--- config.mk ---
export PLATFORM = sky130hd
export DESIGN_NAME = branch_resolver
export DESIGN_NICKNAME = d
export VERILOG_FILES = /design/src/rtl/branch_resolver_pkg.sv /design/src/rtl/branch_resolver_cond_eval.sv /design/src/rtl/branch_resolver.sv
export SDC_FILE = /design/constraint.sdc
export NUM_CORES = 1
export LEC_CHECK = 0
export ABC_AREA = 0
export BUFFER_PORTS_ARGS = -buffer_cell sky130_fd_sc_hd__buf_4
export CAP_MARGIN = 20
export CORE_MARGIN = 2
export CORE_UTILIZATION = 46
export DETAILED_ROUTE_END_ITERATION = 10
export PLACE_DENSITY = 0.89
export SYNTH_ARGS = -nofsm -noshare
export SYNTH_HDL_FRONTEND = slang
export SYNTH_SLANG_ARGS = --single-unit
--- constraint.sdc ---
create_clock -name clk -period 2.23 [get_ports clk]
set_clock_uncertainty 0.05 [all_clocks]
set_input_delay 0.1115 -clock clk [delete_from_list [all_inputs] [get_ports clk]]
set_output_delay 0.1115 -clock clk [all_outputs]
set_load 0.05 [all_outputs]
--- src/rtl/branch_resolver_pkg.sv ---
// Shared types for the branch resolver: branch kinds, ARM condition codes,
// resolver FSM states and the bit positions inside the {N,Z,C,V} nibble.
package branch_resolver_pkg;

  typedef enum logic [1:0] {
    BR_B     = 2'd0,
    BR_CBZ   = 2'd1,
    BR_CBNZ  = 2'd2,
    BR_BCOND = 2'd3
  } br_type_e;

  typedef enum logic [3:0] {
    COND_EQ = 4'd0,
    COND_NE = 4'd1,
    COND_HS = 4'd2,
    COND_LO = 4'd3,
    COND_MI = 4'd4,
    COND_PL = 4'd5,
    COND_VS = 4'd6,
    COND_VC = 4'd7,
    COND_HI = 4'd8,
    COND_LS = 4'd9,
    COND_GE = 4'd10,
    COND_LT = 4'd11,
    COND_GT = 4'd12,
    COND_LE = 4'd13,
    COND_AL = 4'd14,
    COND_NV = 4'd15
  } cond_e;

  typedef enum logic {
    ST_IDLE     = 1'b0,
    ST_FLUSHING = 1'b1
  } state_e;

  localparam int FLAG_N = 3;
  localparam int FLAG_Z = 2;
  localparam int FLAG_C = 1;
  localparam int FLAG_V = 0;

endpackage

--- src/rtl/branch_resolver_cond_eval.sv ---
// cond_eval: purely combinational ARM condition-code evaluation on {N,Z,C,V}.
module cond_eval
  import branch_resolver_pkg::*;
(
  input  logic [3:0] flags,
  input  logic [3:0] cond,
  output logic       met
);

  logic n, z, c, v;

  assign n = flags[FLAG_N];
  assign z = flags[FLAG_Z];
  assign c = flags[FLAG_C];
  assign v = flags[FLAG_V];

  // Decode the condition code against the selected flags.
  always_comb begin
    met = 1'b0;
    case (cond_e'(cond))
      COND_EQ: met = z;
      COND_NE: met = !z;
      COND_HS: met = c;
      COND_LO: met = !c;
      COND_MI: met = n;
      COND_PL: met = !n;
      COND_VS: met = v;
      COND_VC: met = !v;
      COND_HI: met = c && !z;
      COND_LS: met = !c || z;
      COND_GE: met = (n == v);
      COND_LT: met = (n != v);
      COND_GT: met = !z && (n == v);
      COND_LE: met = z || (n != v);
      default: met = 1'b1;  // AL and NV are both unconditional
    endcase
  end

endmodule

--- src/rtl/branch_resolver.sv ---
// branch_resolver: resolves ID-stage branches, issues a registered one-cycle
// redirect and squashes IF/ID for FLUSH_CYCLES cycles after a taken branch.
// Holds the architectural NZCV register.
// Optional feature: define FLAG_BYPASS_EN to let a B.cond use the flags the
// EX stage is producing in the same cycle instead of stalling for them.
//
// Handshake: a branch is accepted when br_valid=1 in IDLE with stall=0; the
// redirect is then presented as redirect_valid=1 for exactly one cycle with
// redirect_pc valid that cycle. There is no ready; the fetch side must accept.
module branch_resolver
  import branch_resolver_pkg::*;
#(
  parameter int FLUSH_CYCLES = 2
) (
  input  logic        clk,
  input  logic        reset_n,
  input  logic        ex_valid,
  input  logic        ex_set_flags,
  input  logic [3:0]  ex_flags,
  input  logic        br_valid,
  input  logic [1:0]  br_type,
  input  logic [3:0]  br_cond,
  input  logic        reg_zero,
  input  logic [63:0] br_target,
  output logic        stall,
  output logic        redirect_valid,
  output logic [63:0] redirect_pc,
  output logic        flush,
  output logic [3:0]  flags_q,
  output state_e      dbg_state
);

  localparam logic [2:0] FLUSH_LOAD = 3'(FLUSH_CYCLES);

  state_e      state_q, state_d;
  logic [2:0]  cnt_q, cnt_d;
  logic        flag_setter;
  logic        idle;
  logic [3:0]  eval_flags;
  logic        cond_met;
  logic        br_taken;
  logic        stall_c;
  logic        take;

  assign flag_setter = ex_valid && ex_set_flags;
  assign idle        = (state_q == ST_IDLE);

  // Pick the flags a B.cond sees and decide whether it must wait for them.
  always_comb begin
`ifdef FLAG_BYPASS_EN
    eval_flags = flag_setter ? ex_flags : flags_q;
    stall_c    = 1'b0;
`else
    // Once the setter has written flags_q it has left EX, so the stall only
    // recurs if a different flag-setter is sitting in EX next cycle.
    eval_flags = flags_q;
    stall_c    = idle && br_valid && (br_type_e'(br_type) == BR_BCOND)
                 && flag_setter;
`endif
  end

  cond_eval u_cond_eval (
    .flags (eval_flags),
    .cond  (br_cond),
    .met   (cond_met)
  );

  // Branch outcome by kind.
  always_comb begin
    br_taken = 1'b0;
    case (br_type_e'(br_type))
      BR_B:     br_taken = 1'b1;
      BR_CBZ:   br_taken = reg_zero;
      BR_CBNZ:  br_taken = !reg_zero;
      BR_BCOND: br_taken = cond_met;
      default:  br_taken = 1'b0;
    endcase
  end

  // Next-state logic: IDLE accepts branches, FLUSHING counts down and ignores them.
  always_comb begin
    state_d = state_q;
    cnt_d   = cnt_q;
    take    = 1'b0;
    case (state_q)
      ST_IDLE: begin
        if (br_valid && !stall_c && br_taken) begin
          take    = 1'b1;
          state_d = ST_FLUSHING;
          cnt_d   = FLUSH_LOAD;
        end
      end
      ST_FLUSHING: begin
        cnt_d = cnt_q - 3'd1;
        if (cnt_q <= 3'd1) begin
          state_d = ST_IDLE;
        end
      end
      default: begin
        state_d = ST_IDLE;
        cnt_d   = 3'd0;
      end
    endcase
  end

  // State, counter, redirect and flag registers.
  always_ff @(posedge clk) begin
    if (!reset_n) begin
      state_q        <= ST_IDLE;
      cnt_q          <= 3'd0;
      flags_q        <= 4'b0000;
      redirect_valid <= 1'b0;
      redirect_pc    <= 64'd0;
    end else begin
      state_q        <= state_d;
      cnt_q          <= cnt_d;
      redirect_valid <= take;
      if (take) begin
        redirect_pc <= br_target;
      end
      if (flag_setter) begin
        flags_q <= ex_flags;
      end
    end
  end

  assign flush     = (state_q == ST_FLUSHING);
  assign stall     = stall_c;
  assign dbg_state = state_q;

endmodule

==> reports/qor.yml, run 1 <==
status: "complete, but fails checks"
violations: "negative setup slack"
cap_violations: 0
fin_ws_ns: -0.00873
min_period_over_period_pct: 100
cts_buffers: 9
fill_cells: 432
hold_ws_ns: 0.00895
worst-path-buf-inv: 2
ys_ff_latch: 73
insertion_delay_ns: 0.34
post-place-ws_ns: -0.0157
grt_util_all_layers_pct: 25.4
row_count: 30
dp_cells: 562
cp_top_family: "simple AND/OR/NAND/NOR gates"
start_kind: "flip-flop"
cts_sinks: 73
path_clk_slew_ns: 0.07
die_area_um2: 7550
nNetsFinal: 643
syn-instance-count: 352
power.density_nw_per_um2: 663
critPathMaxStageDelay_ns: 0.55
seq_area_um2: 1470
port_buffers: 151
dr.pass1.iters: 4
viasPerCell: 5.00
num_antenna_cells: 0
hold_violations: 0
grt_overflow: 0
worstPathCellList: "or4b_1 > o211ai_2 > a221oi_2 > nor4b_4 > buf_4 > clkbuf_16 > mux2i_1"
peakVddDrop_mv: 0.443
drc: 0
drtIter0Drc: 99
areaGrowthSynthToFinish_pct: 66.7
avgSynthCellArea_um2: 8.98
slew_violations: 0
hpwl_um: 5420
wirelength_met1_um: 3810
grt_pass1_vias: 3282
fmaxAchievable_ghz: 0.447
root_buffer: "clkbuf_8"
final_cell_count_no_fill: 646
wl_per_cell_um: 15.5
ant_nets: 0
dr_wl_met3_um: 549
die_h_um: 86.9
routed-via-count: 3229
crit_type: "flip-flop to flip-flop"
synth_edf_count: 0
synth_ff_type: "dfxtp_1"
grt_pass1_wl_um: 14900
synthDistinctLibCells: 33
async_reset_ff_share_pct: 0
cts_tree: "yes"
drive_gt1_share_pct: 32.7
die_x_um: 86.9
slew_headroom_pct: 62.4
design_area_um2: 5270
start_util_pct: 47.0
multi_input_area_um2: 1570
yosysWarnings: 0
worst_setup_path_end_kind: "flip-flop"
top_layer_used: "met4"
finalSetupViolCount: 1
grt_max_degree: 60
cp.arrival_ns: 2.45
htreeDepth: 3
worst_path_max_delay_cell: "or4b_1"
syn_nets: 434
crit_required_ns: 2.44
core_um2: 6720
wl_um: 10000
tightest_slew_ns: 0.563
place_congestion: 0.802
synth_area_um2: 3160
clockBufferDepth: 2
hold_path.class: "input port to flip-flop"
fin_crit_ns: 2.24
ios: 152
placed_area_um2: 4330
antenna_found_initial: 0
path_max_fanout: 15
yosysSeqAreaShare_pct: 46.2
rsz0062_at_grt: "true"
fin_util_pct: 78.4
wl_met2_um: 5230
p_leak_nw: 2.40
[where the power goes]
part | leakage, nW | switching [W] | internal, W
sequential | 0.597 | 0.0000603 | 0.00139
clock | 0.0974 | 0.000467 | 0.000546
combinational | 1.70 | 0.000585 | 0.000440
total | 2.40 | 0.00111 | 0.00238
[through the flow]
step	setup TNS, ns	power [W]
after floorplan	0	0.00205
after global placement	0	0.00232
after detailed placement	-0.0233	0.00234
after CTS	0	0.00345
after global routing	-2.14	0.00363
final	-0.00873	0.00349
[logic make-up (layout without fill, tap and decap cells)]
| family | count (synthesis) | count (layout) | share of synthesized area (%) |
|---|---|---|---|
| AOI/OAI and AO/OA | 16 | 16 | 4.08 |
| xor gates and xnor gates | 5 | 5 | 1.39 |
| adders and majority gates | 2 | 2 | 0.792 |
| buffers and inverters | 28 | 242 | 4.91 |
| DFF | 73 | 73 | 46.2 |
| muxes | 66 | 66 | 20.9 |
| and+or+nand+nor | 162 | 162 | 21.7 |
[routing by layer]
layer | GRT usage (%) | up-vias
met3 | 8.06 | 40
met5 | 0 | -
met1 | 26.5 | 1487
li1 | - | 1570
met4 | 12.1 | 0
met2 | 45.9 | 132
[final cells by class]
cell class / instances / share of cell area [%]
clock buffer: 13 / 2.83
clock inverter: 3 / 0.760
inverter: 3 / 0.214
multi-input combinational: 251 / 29.8
sequential: 73 / 27.8
tap: 80 / 1.90
timing repair buffer: 223 / 36.7
[synthesized netlist by cell type, types with 2 or more instances]
cell / number / area (um^2)
xor2_1: 2 / 17.5
and3b_1: 2 / 17.5
nand2_1: 139 / 522
buf_6: 5 / 56.3
buf_4: 3 / 22.5
clkbuf_1: 16 / 60.1
dfxtp_1: 73 / 1460
inv_1: 3 / 11.3
xnor2_1: 3 / 26.3
o21ai_1: 2 / 10.0
nand3_1: 5 / 25.0
o21ai_0: 2 / 10.0
mux2i_1: 66 / 661
nand3b_1: 2 / 15.0
nor2b_1: 5 / 31.3
ha_1: 2 / 25.0
nor2_1: 3 / 11.3
a21boi_0: 4 / 30.0
[timing repair]
action | 4_1_cts | 5_1_grt
pin swaps | 1 | 1
gates cloned | 1 | 2
hold buffers | 63 | 0
resized for setup | 1 | 7
buffers inserted | 2 | 0
hold endpoints to repair | 63 | 0
setup endpoints to repair | 4 | 65
[worst register-to-register path, stage by stage, from the launching register on]
cell and delay (ns):
dfxtp_2 0.35, or4b_1 0.55, o211ai_2 0.19, a221oi_2 0.12, nor4b_4 0.28, buf_4 0.21
clkbuf_16 0.21, mux2i_1 0.22
[layout by cell type, fill, tap and decap left out, types with 3 or more instances in the layout]
master	netlist	final
buf_4	3	153
nand2_1	139	139
dfxtp_1	73	70
dlygate4sd3_1	0	63
mux2i_1	66	61
clkbuf_8	0	10
nor2b_1	5	5
mux2i_2	0	5
nand3_1	5	5
a21boi_0	4	4
inv_1	3	3
xnor2_1	3	3
nor2_1	3	3
clkbuf_1	16	3
dfxtp_2	0	3
[worst paths after layout]
kind | startpoint | to | slack, ns | cells after the start
max | flags_q[3] | redirect_pc[23] | -0.009 | 7
min | ex_flags[1] | flags_q[1] | 0.009 | 3
max reg2reg | flags_q[3] | redirect_pc[23] | -0.009 | 7
min reg2reg | redirect_pc[50] | redirect_pc[50] | 0.41 | 2
[state kept, by name, summed over array words and instances (netlist names)]
name,cells
redirect_valid,1
flags_q,4
dbg_state,1
cnt_q,3
redirect_pc,64
No activity file was read; power rests on OpenSTA's default activity.
==> inputs of run 2 (changes only) <==
- CTS_BUF_LIST: default -> sky130_fd_sc_hd__clkbuf_4 sky130_fd_sc_hd__clkbuf_8 sky130_fd_sc_hd__clkbuf_16
- PLACE_DENSITY: 0.89 -> 0.8
- SKIP_CTS_REPAIR_TIMING: default -> 1
==> run 2 against run 1 <==
Effect of this change: design area shrank 1.0%; via count fell by 2.3%; combinational power about the same; final cell count is 1.7% lower; count of clock-buffer cells in the layout shrank 3; the run ends with negative hold slack, negative setup slack left; critical endpoint is now redirect_pc[62]; critical path type unchanged; die area unchanged; highest routed layer unchanged; worst hold slack worse by 0.028 ns; clock power grew 24%; wire length is 9.0% lower; maximum frequency shrank 1.4%.
==> reports/qor.yml, run 2 (same netlist as run 1, synthesis figures left out) <==
worst_path_max_delay_cell: "or4b_4"
rsz0062_at_grt: "true"
peakVddDrop_mv: 0.356  # -20%
grt_pass1_wl_um: 11300  # -24%
crit_path_end: "redirect_pc[62]"
grt_max_degree: 51  # -15%
grt_util_all_layers_pct: 18.7  # -6.7 points
clockBufferDepth: 2  # unchanged
crit_type: "flip-flop to flip-flop"
critPathMaxStageDelay_ns: 0.49  # -0.06 ns
final_common_cell: "buf_4"
path_clk_slew_ns: 0.07  # about the same
insertion_delay_ns: 0.33  # about the same
cts_tree: "yes"
drive_gt1_share_pct: 34.2  # +1.5 points
cts_sinks: 73  # unchanged
fin_ws_ns: -0.0414  # -0.0326 ns
path_max_fanout: 5  # -10
start_kind: "flip-flop"
min_period_over_period_pct: 102  # +1.5 points
final_cell_count_no_fill: 635  # -1.7%
r2r_cells: 7  # unchanged
grt_overflow: 0  # unchanged
wl_per_cell_um: 14.3  # -7.4%
largest_register_ffs: 64  # unchanged
grt_pass1_vias: 2625  # -20%
dp_cells: 563  # +0.18%
fin_crit_ns: 2.27  # +0.0326 ns
core_um2: 6720  # unchanged
hold_path.class: "input port to flip-flop"
final_cell_mix: "158 x buf_4, 139 x nand2_1, 69 x dfxtp_1"
num_antenna_cells: 0  # unchanged
worstPathCellList: "or4b_4 > o211ai_4 > a221oi_4 > nor4b_4 > buf_4 > clkbuf_16 > mux2i_4"
row_count: 30  # unchanged
hold_violations: 13  # +13
fin_util_pct: 77.6  # -0.80 points
cts_buffers: 9  # unchanged
nNetsFinal: 633  # -1.6%
design_area_um2: 5220  # -1.0%
critPathLaunch: "flags_q[3]"
fin_tns_setup_ns: -0.265  # -0.256 ns
worst_setup_path_end_kind: "flip-flop"
dr.pass1.iters: 4  # unchanged
drtIter0Drc: 92  # -7.1%
viasPerCell: 4.97  # -0.63%
power.density_nw_per_um2: 710  # +7.1%
ant_nets: 0  # unchanged
top_regs: "redirect_pc: 64 flops, flags_q: 4 flops, cnt_q: 3 flops"
crit-reg2reg-launch: "flags_q[3]"
root_buffer: "clkbuf_8"
crit_required_ns: 2.44  # about the same
die_h_um: 86.9  # unchanged
slew_headroom_pct: 68.6  # +6.1 points
reg2reg_setup_slack_ns: -0.04  # -0.03 ns
placed_area_um2: 4340  # +0.17%
cp_top_family: "simple AND/OR/NAND/NOR gates"
place_congestion: 0.801  # -0.14%
die_area_um2: 7550  # unchanged
die_x_um: 86.9  # unchanged
ios: 152  # unchanged
fmaxAchievable_ghz: 0.440  # -1.4%
p_leak_nw: 2.38  # -0.96%
fill_cells: 444  # +2.8%
start_util_pct: 47.0  # unchanged
hold_ws_ns: -0.0194  # -0.0284 ns
port_buffers: 151  # unchanged
finalSetupViolCount: 21  # +20
drc: 0  # unchanged
routed-via-count: 3154  # -2.3%
status: "complete, but fails checks"
violations: "negative hold slack, negative setup slack"
cp.arrival_ns: 2.49  # +0.04 ns
worst-path-stages: 7  # unchanged
worst-path-buf-inv: 2  # unchanged
hpwl_um: 5260  # -2.8%
slew_violations: 0  # unchanged
areaGrowthSynthToFinish_pct: 65.0
tightest_slew_ns: 0.464  # -0.0992 ns
antenna_found_initial: 0  # unchanged
wl_um: 9110  # -9.0%
htreeDepth: 3  # unchanged
timing.rr.end: "redirect_pc[62]"
cap_violations: 0  # unchanged
largest_register: "redirect_pc"
## run 2: report_power, final
part	internal [W]	total, W	switching, W	leakage [nW]
clock network	0.000768	0.00125	0.000484	0.122
registers	0.00139	0.00146	0.0000612	0.598
logic	0.000426	0.000998	0.000572	1.66
## run 2: how the worst min path moves through the flow
stage / slack (ns) / from / end / cells past startpoint
final: -0.02 / br_target[8] / redirect_pc[8] / 3
after detailed placement: 0.33 / br_target[42] / redirect_pc[42] / 3
after global placement: 0.32 / br_target[42] / redirect_pc[42] / 3
after global routing: -0.004 / br_target[22] / redirect_pc[22] / 3
after floorplan: 0.20 / br_target[10] / redirect_pc[10] / 2
after CTS: -0.04 / br_target[60] / redirect_pc[60] / 3
## run 2: cell type report
type                       instances  area, um^2  area share (%)
multi-input combinational        251        1590            30.4
timing repair buffer             213        1810            34.7
sequential                        73        1470            28.2
tap                               80         100            1.92
clock inverter                     5         104            1.99
clock buffer                      10         138            2.64
inverter                           3        11.3           0.216
## run 2: stage by stage
stage | hold slack (ns) | setup slack [ns] | power, W
5_1_grt | -0.00404 | -0.159 | 0.00384
3_5_place_dp | 0.326 | 0.0373 | 0.00234
3_3_place_gp | 0.319 | 0.0933 | 0.00233
6_report | -0.0194 | -0.0414 | 0.00370
2_1_floorplan | 0.204 | 0.0300 | 0.00205
4_1_cts | -0.0400 | 0.000157 | 0.00358
## run 2: per-layer routing
metal	GRT usage (%)	up-vias	routed length, um
met5	0	-	0
met4	6.82	0	141
met3	5.88	14	547
met2	33.0	107	4750
met1	21.1	1480	3670
li1	-	1553	-
## run 2: worst min-delay path, stage by stage
cell and delay (ns):
buf_4 0.11, nand2_1 0.04, mux2i_1 0.05
